===== src/rtl/fifo_wr_arbiter_pkg.sv =====
// -----------------------------------------------------------------------------
// fifo_arb_pkg
//
// Shared types, default constants and the round-robin pick function for the
// FIFO write-side arbiter.
//
// Contents:
//   DEF_*        default parameter values for fifo_wr_arbiter
//   MAX_REQ      widest requester vector the pick function handles (8)
//   arb_state_t  arbiter FSM state (IDLE, BURST)
//   pick_t       result of a round-robin pick: found flag + index
//   rr_pick_fn   rotate-left priority pick starting after a pointer
// -----------------------------------------------------------------------------
package fifo_arb_pkg;

    localparam int DEF_NUM_REQ   = 4;
    localparam int DEF_DATA_W    = 8;
    localparam int DEF_MAX_BURST = 8;
    localparam int DEF_CNT_W     = 16;

    localparam int MAX_REQ = 8;

    typedef enum logic [0:0] {
        IDLE  = 1'b0,
        BURST = 1'b1
    } arb_state_t;

    typedef struct packed {
        logic       found;
        logic [2:0] idx;
    } pick_t;

    // Search n requesters starting at (ptr + 1) mod n and wrapping upward, so
    // the requester at ptr itself is considered last. ptr must be below n.
    function automatic pick_t rr_pick_fn(
        input logic [MAX_REQ-1:0] req,
        input int                 n,
        input int                 ptr
    );
        pick_t r;
        int    idx;
        r   = '0;
        idx = 0;
        for (int k = 1; k <= MAX_REQ; k++) begin
            if (k <= n && !r.found) begin
                idx = ptr + k;
                if (idx >= n) begin
                    idx = idx - n;
                end
                if (req[idx[2:0]]) begin
                    r.found = 1'b1;
                    r.idx   = idx[2:0];
                end
            end
        end
        return r;
    endfunction

endpackage


===== src/rtl/fifo_wr_arbiter_rr_pick.sv =====
// -----------------------------------------------------------------------------
// rr_pick
//
// Combinational round-robin picker. Returns the first asserted request found
// searching upward from i_ptr + 1 (mod N); the requester at i_ptr is last.
//
// Ports:
//   i_req    [N-1:0]   request vector
//   i_ptr    [IW-1:0]  round-robin pointer (last winner)
//   o_found            at least one request is asserted
//   o_idx    [IW-1:0]  index of the winning request (0 when none found)
// -----------------------------------------------------------------------------
module rr_pick
    import fifo_arb_pkg::*;
#(
    parameter int N  = DEF_NUM_REQ,
    parameter int IW = $clog2(DEF_NUM_REQ)
) (
    input  logic [N-1:0]  i_req,
    input  logic [IW-1:0] i_ptr,
    output logic          o_found,
    output logic [IW-1:0] o_idx
);

    logic [MAX_REQ-1:0] w_req_ext;
    pick_t              w_pick;

    always_comb begin
        w_req_ext        = '0;
        w_req_ext[N-1:0] = i_req;
    end

    assign w_pick  = rr_pick_fn(w_req_ext, N, int'(i_ptr));
    assign o_found = w_pick.found;
    assign o_idx   = w_pick.idx[IW-1:0];

endmodule


===== src/rtl/fifo_wr_arbiter.sv =====
// -----------------------------------------------------------------------------
// fifo_wr_arbiter
//
// Round-robin scheduler for the single write port of the async FIFO. One
// requester at a time holds the grant for a burst of up to MAX_BURST beats;
// accepted beats go straight to write_enable/write_data in the same cycle.
// Runs entirely in the FIFO write clock domain.
//
// Handshake: a beat moves from requester i when req_valid[i] & req_ready[i]
// are both high at a rising edge of w_clk. Requesters keep valid high and data
// stable until their beat is accepted; ready is only ever given to the current
// grant holder, and never while fifo_full or flush is high.
//
// Ports:
//   w_clk         write-domain clock
//   w_rst         asynchronous, active-high reset
//   req_valid     [NUM_REQ]         per-requester beat valid
//   req_data      [NUM_REQ*DATA_W]  requester i at [i*DATA_W +: DATA_W]
//   req_ready     [NUM_REQ]         per-requester beat accept
//   fifo_full     FIFO full flag
//   flush         flush control; blocks transfers and new grants while high
//   write_enable  FIFO write strobe
//   write_data    [DATA_W]          FIFO write data (0 when not writing)
//   grant_valid   high exactly while the FSM is in BURST (FSM state view)
//   grant_id      [clog2(NUM_REQ)]  index of the granted requester
//   write_count   [CNT_W]           total accepted beats, wraps
// -----------------------------------------------------------------------------
module fifo_wr_arbiter
    import fifo_arb_pkg::*;
#(
    parameter int NUM_REQ   = DEF_NUM_REQ,
    parameter int DATA_W    = DEF_DATA_W,
    parameter int MAX_BURST = DEF_MAX_BURST,
    parameter int CNT_W     = DEF_CNT_W
) (
    input  logic                       w_clk,
    input  logic                       w_rst,
    input  logic [NUM_REQ-1:0]         req_valid,
    input  logic [NUM_REQ*DATA_W-1:0]  req_data,
    output logic [NUM_REQ-1:0]         req_ready,
    input  logic                       fifo_full,
    input  logic                       flush,
    output logic                       write_enable,
    output logic [DATA_W-1:0]          write_data,
    output logic                       grant_valid,
    output logic [$clog2(NUM_REQ)-1:0] grant_id,
    output logic [CNT_W-1:0]           write_count
);

    localparam int         GW        = $clog2(NUM_REQ);
    localparam logic [7:0] LAST_BEAT = 8'(MAX_BURST - 1);

    arb_state_t       r_state;
    arb_state_t       w_state_nxt;
    logic [GW-1:0]    r_grant_id;
    logic [GW-1:0]    w_grant_id_nxt;
    logic [GW-1:0]    r_rr_ptr;
    logic [GW-1:0]    w_rr_ptr_nxt;
    logic [7:0]       r_beat_cnt;
    logic [7:0]       w_beat_cnt_nxt;
    logic [CNT_W-1:0] r_write_count;

    logic             w_pick_found;
    logic [GW-1:0]    w_pick_idx;
    logic             w_in_burst;
    logic             w_holder_valid;
    logic             w_can_accept;
    logic             w_xfer;
    logic             w_last_beat;
    logic             w_rotate;

    // Single picker shared by the IDLE grant and the BURST-exit re-grant.
    // While in BURST the pointer equals the holder, so the holder is
    // automatically considered last.
    rr_pick #(
        .N  (NUM_REQ),
        .IW (GW)
    ) u_rr_pick (
        .i_req   (req_valid),
        .i_ptr   (r_rr_ptr),
        .o_found (w_pick_found),
        .o_idx   (w_pick_idx)
    );

    assign w_in_burst     = (r_state == BURST);
    assign w_holder_valid = req_valid[r_grant_id];
    assign w_can_accept   = w_in_burst & ~fifo_full & ~flush;
    assign w_xfer         = w_can_accept & w_holder_valid;
    assign w_last_beat    = (r_beat_cnt == LAST_BEAT);

    // Burst ends on the final beat, or when the holder has nothing to send
    // while the FIFO has room. A full FIFO masks the empty-holder case so the
    // grant is kept across back-pressure. Flush is handled separately.
    assign w_rotate = w_in_burst & ~flush &
                      ((w_xfer & w_last_beat) | (~w_holder_valid & ~fifo_full));

    // Output decode
    always_comb begin
        req_ready = '0;
        if (w_can_accept) begin
            req_ready[r_grant_id] = 1'b1;
        end
    end

    assign write_enable = w_xfer;
    assign write_data   = w_xfer ? req_data[r_grant_id*DATA_W +: DATA_W] : '0;
    assign grant_valid  = w_in_burst;
    assign grant_id     = r_grant_id;
    assign write_count  = r_write_count;

    // Next-state logic
    always_comb begin
        w_state_nxt    = r_state;
        w_grant_id_nxt = r_grant_id;
        w_rr_ptr_nxt   = r_rr_ptr;
        w_beat_cnt_nxt = r_beat_cnt;

        case (r_state)
            IDLE: begin
                if (!flush && w_pick_found) begin
                    w_state_nxt    = BURST;
                    w_grant_id_nxt = w_pick_idx;
                    w_rr_ptr_nxt   = w_pick_idx;
                    w_beat_cnt_nxt = 8'd0;
                end
            end

            BURST: begin
                if (flush) begin
                    w_state_nxt = IDLE;
                end else if (w_rotate) begin
                    // Re-arbitrate in place so back-to-back bursts have no bubble.
                    w_beat_cnt_nxt = 8'd0;
                    if (w_pick_found) begin
                        w_state_nxt    = BURST;
                        w_grant_id_nxt = w_pick_idx;
                        w_rr_ptr_nxt   = w_pick_idx;
                    end else begin
                        w_state_nxt = IDLE;
                    end
                end else if (w_xfer) begin
                    w_beat_cnt_nxt = r_beat_cnt + 8'd1;
                end
            end

            default: begin
                w_state_nxt = IDLE;
            end
        endcase
    end

    // State registers
    always_ff @(posedge w_clk or posedge w_rst) begin
        if (w_rst) begin
            r_state    <= IDLE;
            r_grant_id <= '0;
            r_rr_ptr   <= GW'(NUM_REQ - 1);
            r_beat_cnt <= 8'd0;
        end else begin
            r_state    <= w_state_nxt;
            r_grant_id <= w_grant_id_nxt;
            r_rr_ptr   <= w_rr_ptr_nxt;
            r_beat_cnt <= w_beat_cnt_nxt;
        end
    end

    // Accepted-beat statistic; free-running wrap.
    always_ff @(posedge w_clk or posedge w_rst) begin
        if (w_rst) begin
            r_write_count <= '0;
        end else if (w_xfer) begin
            r_write_count <= r_write_count + CNT_W'(1);
        end
    end

endmodule

===== config.mk =====
export PLATFORM = sky130hd
export DESIGN_NAME = fifo_wr_arbiter
export DESIGN_NICKNAME = d
export VERILOG_FILES = /design/src/rtl/fifo_wr_arbiter_pkg.sv /design/src/rtl/fifo_wr_arbiter_rr_pick.sv /design/src/rtl/fifo_wr_arbiter.sv
export SDC_FILE = /design/constraint.sdc
export NUM_CORES = 1
export LEC_CHECK = 0
export ABC_CLOCK_PERIOD_IN_PS = 2470
export CAP_MARGIN = 10
export CORE_MARGIN = 10
export CORE_UTILIZATION = 41
export CTS_CLUSTER_SIZE = 24
export DETAILED_ROUTE_END_ITERATION = 8
export PLACE_DENSITY = 0.77
export SLEW_MARGIN = 20
export SYNTH_ARGS = -nofsm -noshare
export SYNTH_HDL_FRONTEND = slang
export SYNTH_SLANG_ARGS = --single-unit

===== constraint.sdc =====
create_clock -name w_clk -period 2.47 [get_ports w_clk]
set_input_delay 0.741 -clock w_clk [delete_from_list [all_inputs] [get_ports w_clk]]
set_output_delay 0.741 -clock w_clk [all_outputs]
set_load 0.01 [all_outputs]

==> results of run 1 <==
## path summary, 6_finish.rpt
kind,from,end,slack [ps],depth (start not counted)
setup / recovery,req_valid[3],write_enable,-30,5
hold / removal,r_beat_cnt[7],r_beat_cnt[7],470,1
setup reg to reg,r_rr_ptr[0],grant_id[0],260,7
hold reg to reg,r_beat_cnt[7],r_beat_cnt[7],470,1
max in group asynchronous,w_rst,r_rr_ptr[1],1330,3
min in group asynchronous,w_rst,r_beat_cnt[3],840,3
## layout make-up
class	count	share of cell area, %
multi-input cells	153	39.71
inverters	7	0.8314
repair buffers	104	31.00
clock buffers	7	2.732
well taps	67	2.652
flip-flops and latches	29	23.08
## state kept, by name, summed over array words and instances (netlist names)
| register | cells |
|---|---|
| r_beat_cnt | 8 |
| grant_id | 2 |
| write_count | 16 |
| r_rr_ptr | 2 |
| grant_valid | 1 |
## synthesized netlist by cell type, drive strengths merged, types with 2 or more instances
library cell / count / area share [%]
nand2: 11 / 2.0
ha: 3 / 1.8
inv: 7 / 1.3
a2bb2oi: 2 / 0.86
and2: 3 / 0.92
mux2i: 2 / 0.99
nand4: 6 / 1.8
a21oi: 7 / 1.7
nor2b: 2 / 0.62
nor4: 3 / 1.5
nor2: 7 / 1.3
o311a: 2 / 0.99
o21ai: 13 / 3.2
dfrtp: 27 / 33
clkbuf: 7 / 1.3
a21boi: 3 / 1.1
buf: 8 / 2.6
o31ai: 4 / 1.5
mux4: 9 / 10
dfstp: 2 / 2.6
nor3b: 3 / 1.1
or2: 2 / 0.62
nand3: 13 / 3.8
mux2: 2 / 1.1
and3: 17 / 5.2
a21o: 5 / 1.8
nand2b: 2 / 0.62
xnor2: 14 / 6.0
or3: 3 / 0.92
## cell families after synthesis
group,after synthesis,share of synthesized area [%]
AND/OR/NAND/NOR,76,22.43
AO/OA/AOI/OAI,45,15.77
flip-flops,29,35.86
buffers and inverters,22,5.176
XOR/XNOR,15,6.470
multiplexers,13,12.45
adder cells (fa/ha/maj),3,1.849
## critical path, stage by stage
cell and delay [ps]:
buf_6 100, mux4_2 510, buf_6 150, and2_4 140, buf_6 120
## repair_timing
action / in CTS / in global routing
setup buffers: 6 / 1
endpoints found under the setup margin: 22 / 12
cloned: 1 / 1
pin swaps: 9 / 8
endpoints found under the hold margin: 0 / 0
gates resized for setup: 127 / 15
## per-layer routing
metal / up-vias / share of wire, % / GRT usage, %
met1: 962 / 46 / 17.41
li1: 951 / - / -
met5: - / 0 / 0
met2: 66 / 46 / 23.79
met4: 0 / 1.0 / 3.581
met3: 8 / 7.1 / 5.736
## power by group
part | total [mW] | internal, mW | switching [mW]
Sequential | 0.658 | 0.558 | 0.101
Combinational | 1.27 | 0.727 | 0.545
Clock | 0.386 | 0.220 | 0.165
## placed cells by master, fill, tap and decap left out, drive strengths merged, types with 2 or more instances in the layout
cell type / Yosys / layout
buf: 8 / 47
dfrtp: 27 / 27
dlygate4sd2: 0 / 25
clkdlybuf4s50: 0 / 20
and3: 17 / 17
xnor2: 14 / 14
o21ai: 13 / 13
nand3: 13 / 13
nand2: 11 / 11
mux4: 9 / 10
clkdlybuf4s15: 0 / 10
clkbuf: 7 / 9
a21oi: 7 / 7
nor2: 7 / 7
inv: 7 / 7
nand4: 6 / 6
a21o: 5 / 5
o31ai: 4 / 4
or3: 3 / 3
a21boi: 3 / 3
ha: 3 / 3
and2: 3 / 3
nor4: 3 / 3
nor3b: 3 / 3
nor2b: 2 / 2
mux2i: 2 / 2
or2: 2 / 2
a2bb2oi: 2 / 2
mux2: 2 / 2
o311a: 2 / 2
nand2b: 2 / 2
dfstp: 2 / 2
## stage by stage
| stage | util [%] | instances |
|---|---|---|
| floorplan | - | 203 |
| global placement | 61.71 | 351 |
| detailed placement | 61.71 | 351 |
| CTS | 65.05 | 365 |
| global route | 66.47 | 367 |
| finish | 66.47 | 367 |
==> impl_summary.log, run 1 <==
INFO  metric run_status = complete, but fails checks
INFO  metric violations_in_the_final_reports = negative setup slack
INFO  metric yosysSeqAreaShare = 35.86%
INFO  metric final_design_area_no_fill = about 0.0032 mm²
INFO  metric dieArea = ~0.008 mm²
INFO  metric detailed_place.area = slightly below 0.003 mm²
INFO  metric crit_arrival = between 1500 and 2000 ps
INFO  metric detailedPlacementHpwl = roughly 4.5 mm
INFO  metric initial_utilization = 42.71%
INFO  metric critical_path.max_fanout = 3
INFO  metric synth_enable_flop_cells = 0
INFO  metric drtIter0Drc = around 150
INFO  metric final.setup.tns = -145.0 ps
INFO  metric post_drt_wl_per_cell = about 17 µm
INFO  metric largest_net_degree_at_the_start_of_global_routing = 30
INFO  metric drive_above_1_share = between 20 and 30%
INFO  metric syn_warnings = 0
INFO  metric area_delta_synth_final = 55.64%
INFO  metric fill_cell_count = 380
INFO  metric min-delay-path-class = flop to flop
INFO  metric synth-seq-cells = 29
INFO  metric chipHeight = between 90 and 100 µm
INFO  metric report.final.hold_viol_count = 0
INFO  metric seqCellArea = 729.5 µm²
INFO  metric clock_insertion_delay_worst_skew = 270 ps
INFO  metric place_congestion = approximately 0.9
INFO  metric maxSlewHeadroom = between 60% and 70%
INFO  metric cts-buffers-inserted = 5
INFO  metric num_antenna_cells = 0
INFO  metric max_freq = roughly 400 MHz
INFO  metric grt_remaining_overflow = 0
INFO  metric vias = 1987
INFO  metric most_used_dff_post_synth = dfrtp_1
INFO  metric cp_required = about 1700 ps
INFO  metric startpoint_type = input port
INFO  metric setup_violations = 8
INFO  metric cts_max_level = 2
INFO  metric vias_per_cell = between 5 and 6
INFO  metric longest_clk_path_bufs = 2
INFO  metric max-cap-violations = 0
INFO  metric timing.final.crit_period = between 2000 and 2500 ps
INFO  metric ctsHoldBuffers = 0
INFO  metric postSynthNetCount = 246
INFO  metric cts.sinks = 29
INFO  metric finalMaxSlewViolations = 0
INFO  metric max_clock_skew = about 1.6 ps
INFO  metric route.antenna.remaining_nets = 0
INFO  metric synth.cell_area = slightly above 0.002 mm²
INFO  metric tightest_slew = 561.5 ps
INFO  metric critical_setup_path_class = input port to output pin
INFO  metric area_used_by_multi_input_combinational_logic = 0.001255 mm²
INFO  metric least_setup_slack_across_all_paths_after_layout = -28.77 ps
INFO  metric syn_area_per_cell = 10.00 µm²
INFO  metric grt.total_usage = 14.54%
INFO  metric dpl_worst_slack = -728.3 ps
INFO  metric grt_first_pass_wirelength = around 10 mm
INFO  metric cts.clk_slew.worst_paths = 60 ps
INFO  metric drt_pass1_iterations = 4
INFO  metric holdWs = ~470 ps
INFO  metric clock_tree.root_cell = clkbuf_8
INFO  metric io_buffer_count = 71
INFO  metric wl = between 6 and 7 mm
INFO  metric total_power = roughly 2.3 mW
INFO  metric total_power_divided_by_cell_area = 732.8 mW/mm²
INFO  metric core.rowCount = 25
INFO  metric power_leakage = 1.410 nW
INFO  metric drc_violation_count_after_routing = 0
INFO  metric die_width = about 90 µm
INFO  metric synthCells = 203
INFO  metric max-vdd-ir-drop = 517.6 µV
INFO  metric async_flop_share = 100.0%
INFO  metric tritoncts_clock_tree = built
INFO  metric endpoint_kind = output pin
INFO  metric synth.lib_cells_used.distinct = 48
INFO  metric antenna_violations_before_repair = 0
INFO  metric io_pins = 72
INFO  metric core = roughly 0.0048 mm²
INFO  metric layout.nets = about 340
INFO  metric finalCritPeriodShare = 101.2%
INFO  metric rsz0062_at_grt = true
INFO  metric grt_pass1_vias = 1976
No activity file was read; power rests on OpenSTA's default activity.
==> run 2, diff against run 1 <==
- ABC_CLOCK_PERIOD_IN_PS: 2470 -> 2800
- CORE_UTILIZATION: 41 -> 45
- PLACE_DENSITY: 0.77 -> 0.8
- clock period: 2.47 -> 2.8 ns (I/O delays scaled with it)
==> impl_summary.log, run 2 (synthesized netlist as in run 1, its figures left out) <==
INFO  metric grt_remaining_overflow = 0 (unchanged)
INFO  metric power_leakage = 1.408 nW (was 1.410 nW)
INFO  metric max-vdd-ir-drop = 528.2 µV (was 517.6 µV)
INFO  metric pwr-share-seq = 29.6% (was 28.4%)
INFO  metric critical_setup_path_class = input port to output pin (unchanged)
INFO  metric timing.reg2reg.worst_path_depth = 8 (was 7)
INFO  metric grt_first_pass_wirelength = 9.839 mm (was 9.998 mm)
INFO  metric total_power_divided_by_cell_area = 640.6 mW/mm² (was 732.8 mW/mm²)
INFO  metric commonest_cells_after_routing_fill_and_taps_aside = 32 x dlygate4sd2_1, 27 x dfrtp_1, 26 x buf_4 (was 26 x dfrtp_1, 25 x dlygate4sd2_1, 25 x buf_4)
INFO  metric endpoint_kind = output pin (unchanged)
INFO  metric timing.critical_path.from = req_valid[2] (was req_valid[3])
INFO  metric initial_utilization = 46.64% (was 42.71%)
INFO  metric tightest_slew = 471.1 ps (was 561.5 ps)
INFO  metric power.net_switching = 0.7130 mW (was 0.8109 mW)
INFO  metric dieArea = 0.007599 mm² (was 0.008168 mm²)
INFO  metric total_power = 1.945 mW (was 2.316 mW)
INFO  metric crit-reg2reg-launch = grant_id[0] (was r_rr_ptr[0])
INFO  metric max-cap-violations = 0 (unchanged)
INFO  metric critical_path.max_fanout = 4 (was 3)
INFO  metric antenna_violations_before_repair = 0 (unchanged)
INFO  metric worst_path_most_repeated_cell = buf_6 (unchanged)
INFO  metric fill_cell_count = 333 (was 380)
INFO  metric cts-buffers-inserted = 5 (unchanged)
INFO  metric run_status = finished, final reports clean (was complete, but fails checks)
INFO  metric setup.worst_path.end = write_data[0] (was write_enable)
INFO  metric cts_max_level = 2 (unchanged)
INFO  metric timing.final.crit_period = 2777 ps
INFO  metric core.rowCount = 24 (was 25)
INFO  metric drc_violation_count_after_routing = 0 (unchanged)
INFO  metric detailedPlacementHpwl = 4.475 mm (was 4.474 mm)
INFO  metric num_antenna_cells = 0 (unchanged)
INFO  metric route.antenna.remaining_nets = 0 (unchanged)
INFO  metric intPower = 1.232 mW (was 1.505 mW)
INFO  metric combinationalPowerShare = 53.2% (was 54.9%)
INFO  metric post-place-cells = 330 (was 351)
INFO  metric tritoncts_clock_tree = built (unchanged)
INFO  metric wl = 6.061 mm (was 6.163 mm)
INFO  metric place_congestion = 0.8677 (was 0.8851)
INFO  metric largest_net_degree_at_the_start_of_global_routing = 30 (unchanged)
INFO  metric drive_above_1_share = 27.95% (was 29.67%)
INFO  metric chipHeight = 87.18 µm (was 90.38 µm)
INFO  metric r2r-end = grant_id[1] (was grant_id[0])
INFO  metric switching_share = 36.65% (was 35.01%)
INFO  metric detailed_place.area = 0.002883 mm² (was 0.002934 mm²)
INFO  metric crit_path_max_incr_delay = 540 ps (was 510 ps)
INFO  metric setup_violations = 0 (was 8)
INFO  metric finish.cell_count_without_fillers = 349 (was 367)
INFO  metric finalCoreUtilization = 69.74% (was 66.47%)
INFO  metric max_freq = ~360 MHz
INFO  metric drtIter0Drc = 119 (was 147)
INFO  metric vias_per_cell = 5.628 (was 5.414)
INFO  metric final.setup.tns = 0 ps (was -145.0 ps)
INFO  metric io_pins = 72 (unchanged)
INFO  metric critical_path.cell_chain = buf_4, mux4_2, buf_6, and3_4, buf_6 (was buf_6, mux4_2, buf_6, and2_4, buf_6)
INFO  metric min-delay-path-class = flop to flop (unchanged)
INFO  metric clock_tree.root_cell = clkbuf_8 (unchanged)
INFO  metric core = 0.004354 mm² (was 0.004755 mm²)
INFO  metric drt_pass1_iterations = 4 (unchanged)
INFO  metric clockPowerShare = 17.2% (was 16.7%)
INFO  metric finalCritPeriodShare = 99.17%
INFO  metric startpoint_type = input port (unchanged)
INFO  metric max_clock_skew = 6.690 ps (was 1.601 ps)
INFO  metric crit_arrival = 1940 ps (was 1760 ps)
INFO  metric maxSlewHeadroom = 67.78% (was 61.60%)
INFO  metric clock_insertion_delay_worst_skew = 290 ps (was 270 ps)
INFO  metric grt.total_usage = 16.19% (was 14.54%)
INFO  metric ctsHoldBuffers = 0 (unchanged)
INFO  metric longest_clk_path_bufs = 2 (unchanged)
INFO  metric vias = 1964 (was 1987)
INFO  metric cts.clk_slew.worst_paths = 60 ps (about the same)
INFO  metric final_design_area_no_fill = 0.003037 mm² (was 0.003161 mm²)
INFO  metric area_delta_synth_final = 49.54% (was 55.64%)
INFO  metric cp_required = 1960 ps (was 1730 ps)
INFO  metric cts.sinks = 29 (unchanged)
INFO  metric io_buffer_count = 71 (unchanged)
INFO  metric post_drt_wl_per_cell = 17.37 µm (was 16.79 µm)
INFO  metric critical-path-slowest-cell = mux4_2 (unchanged)
INFO  metric layout.nets = 339 (was 343)
INFO  metric finalMaxSlewViolations = 0 (unchanged)
INFO  metric final_common_cell = dlygate4sd2_1 (was dfrtp_1)
INFO  metric die_width = 87.18 µm (was 90.38 µm)
INFO  metric grt_pass1_vias = 1929 (was 1976)
INFO  metric largest_register_ffs = 16 (unchanged)
INFO  metric ff2ff_setup_slack = 520 ps (was 260 ps)
INFO  metric report.final.hold_viol_count = 0 (unchanged)
run 2: changes by cell type in the layout (fill, tap and decap cells not counted), moves of 2 or more:
cell             before  now
dlymetal6s2s_1        0    3
dlygate4sd2_1        25   32
buf_6                17    9
clkbuf_2              1    3
buf_2                 3    5
clkinv_2              0    2
clkdlybuf4s15_1       9    0
and3_4                7    5
and3_1               10   12
run 2: layout make-up:
class / instances / area (µm²) / share of cell area [%]
Sequential cell: 29 / 728.2 / 23.98
Inverter: 7 / 26.28 / 0.8653
Clock inverter: 3 / 17.52 / 0.5768
Tap cell: 52 / 65.06 / 2.143
Timing Repair Buffer: 100 / 885.9 / 29.17
Clock buffer: 5 / 68.82 / 2.266
Multi-Input combinational cell: 153 / 1245 / 41.00
run 2: worst min path at each step:
stage | startpoint | endpoint | depth (start not counted)
2_1_floorplan | r_beat_cnt[7] | r_beat_cnt[7] | 1
3_3_place_gp | write_count[15] | write_count[15] | 1
3_5_place_dp | r_beat_cnt[7] | r_beat_cnt[7] | 1
4_1_cts | r_beat_cnt[7] | r_beat_cnt[7] | 1
5_1_grt | write_count[14] | write_count[14] | 1
6_report | r_beat_cnt[7] | r_beat_cnt[7] | 1
run 2: power by group through the flow:
| stage | clock network [mW] | registers [mW] | logic, mW |
|---|---|---|---|
| 2_1_floorplan | 0 | 0.565 | 0.612 |
| 3_3_place_gp | 0 | 0.571 | 0.935 |
| 3_5_place_dp | 0 | 0.573 | 0.945 |
| 4_1_cts | 0.347 | 0.574 | 1.03 |
| 5_1_grt | 0.369 | 0.588 | 1.13 |
| 6_report | 0.335 | 0.575 | 1.04 |
run 2: stage by stage:
step | hold WS [ps] | setup WS [ps]
floorplan | 438.4 | 171.4
global placement | 463.4 | -594.5
detailed placement | 474.1 | -619.0
CTS | 482.7 | 5.133
global route | 509.9 | -2.831
finish | 484.8 | 23.28
run 2: worst max-delay path: cells and delay by family:
family | cells | cell delay, ps
and+or+nand+nor | 1 | 170
muxes | 1 | 540
buffers and inverters | 3 | 390
run 2: routing by layer:
| layer | share of wire, % | track usage (%) |
|---|---|---|
| met5 | 0 | 0 |
| met4 | 1.5 | 6.087 |
| met3 | 8.9 | 5.243 |
| met2 | 44 | 24.32 |
| met1 | 46 | 21.11 |
run 2: what timing repair did:
action | in CTS | in global routing
endpoints found under the hold margin | 0 | 0
pin swaps | 9 | 1
setup endpoints to repair | 13 | 10
gates resized for setup | 96 | 22
cloned | 1 | 0
buffers inserted | 9 | 1
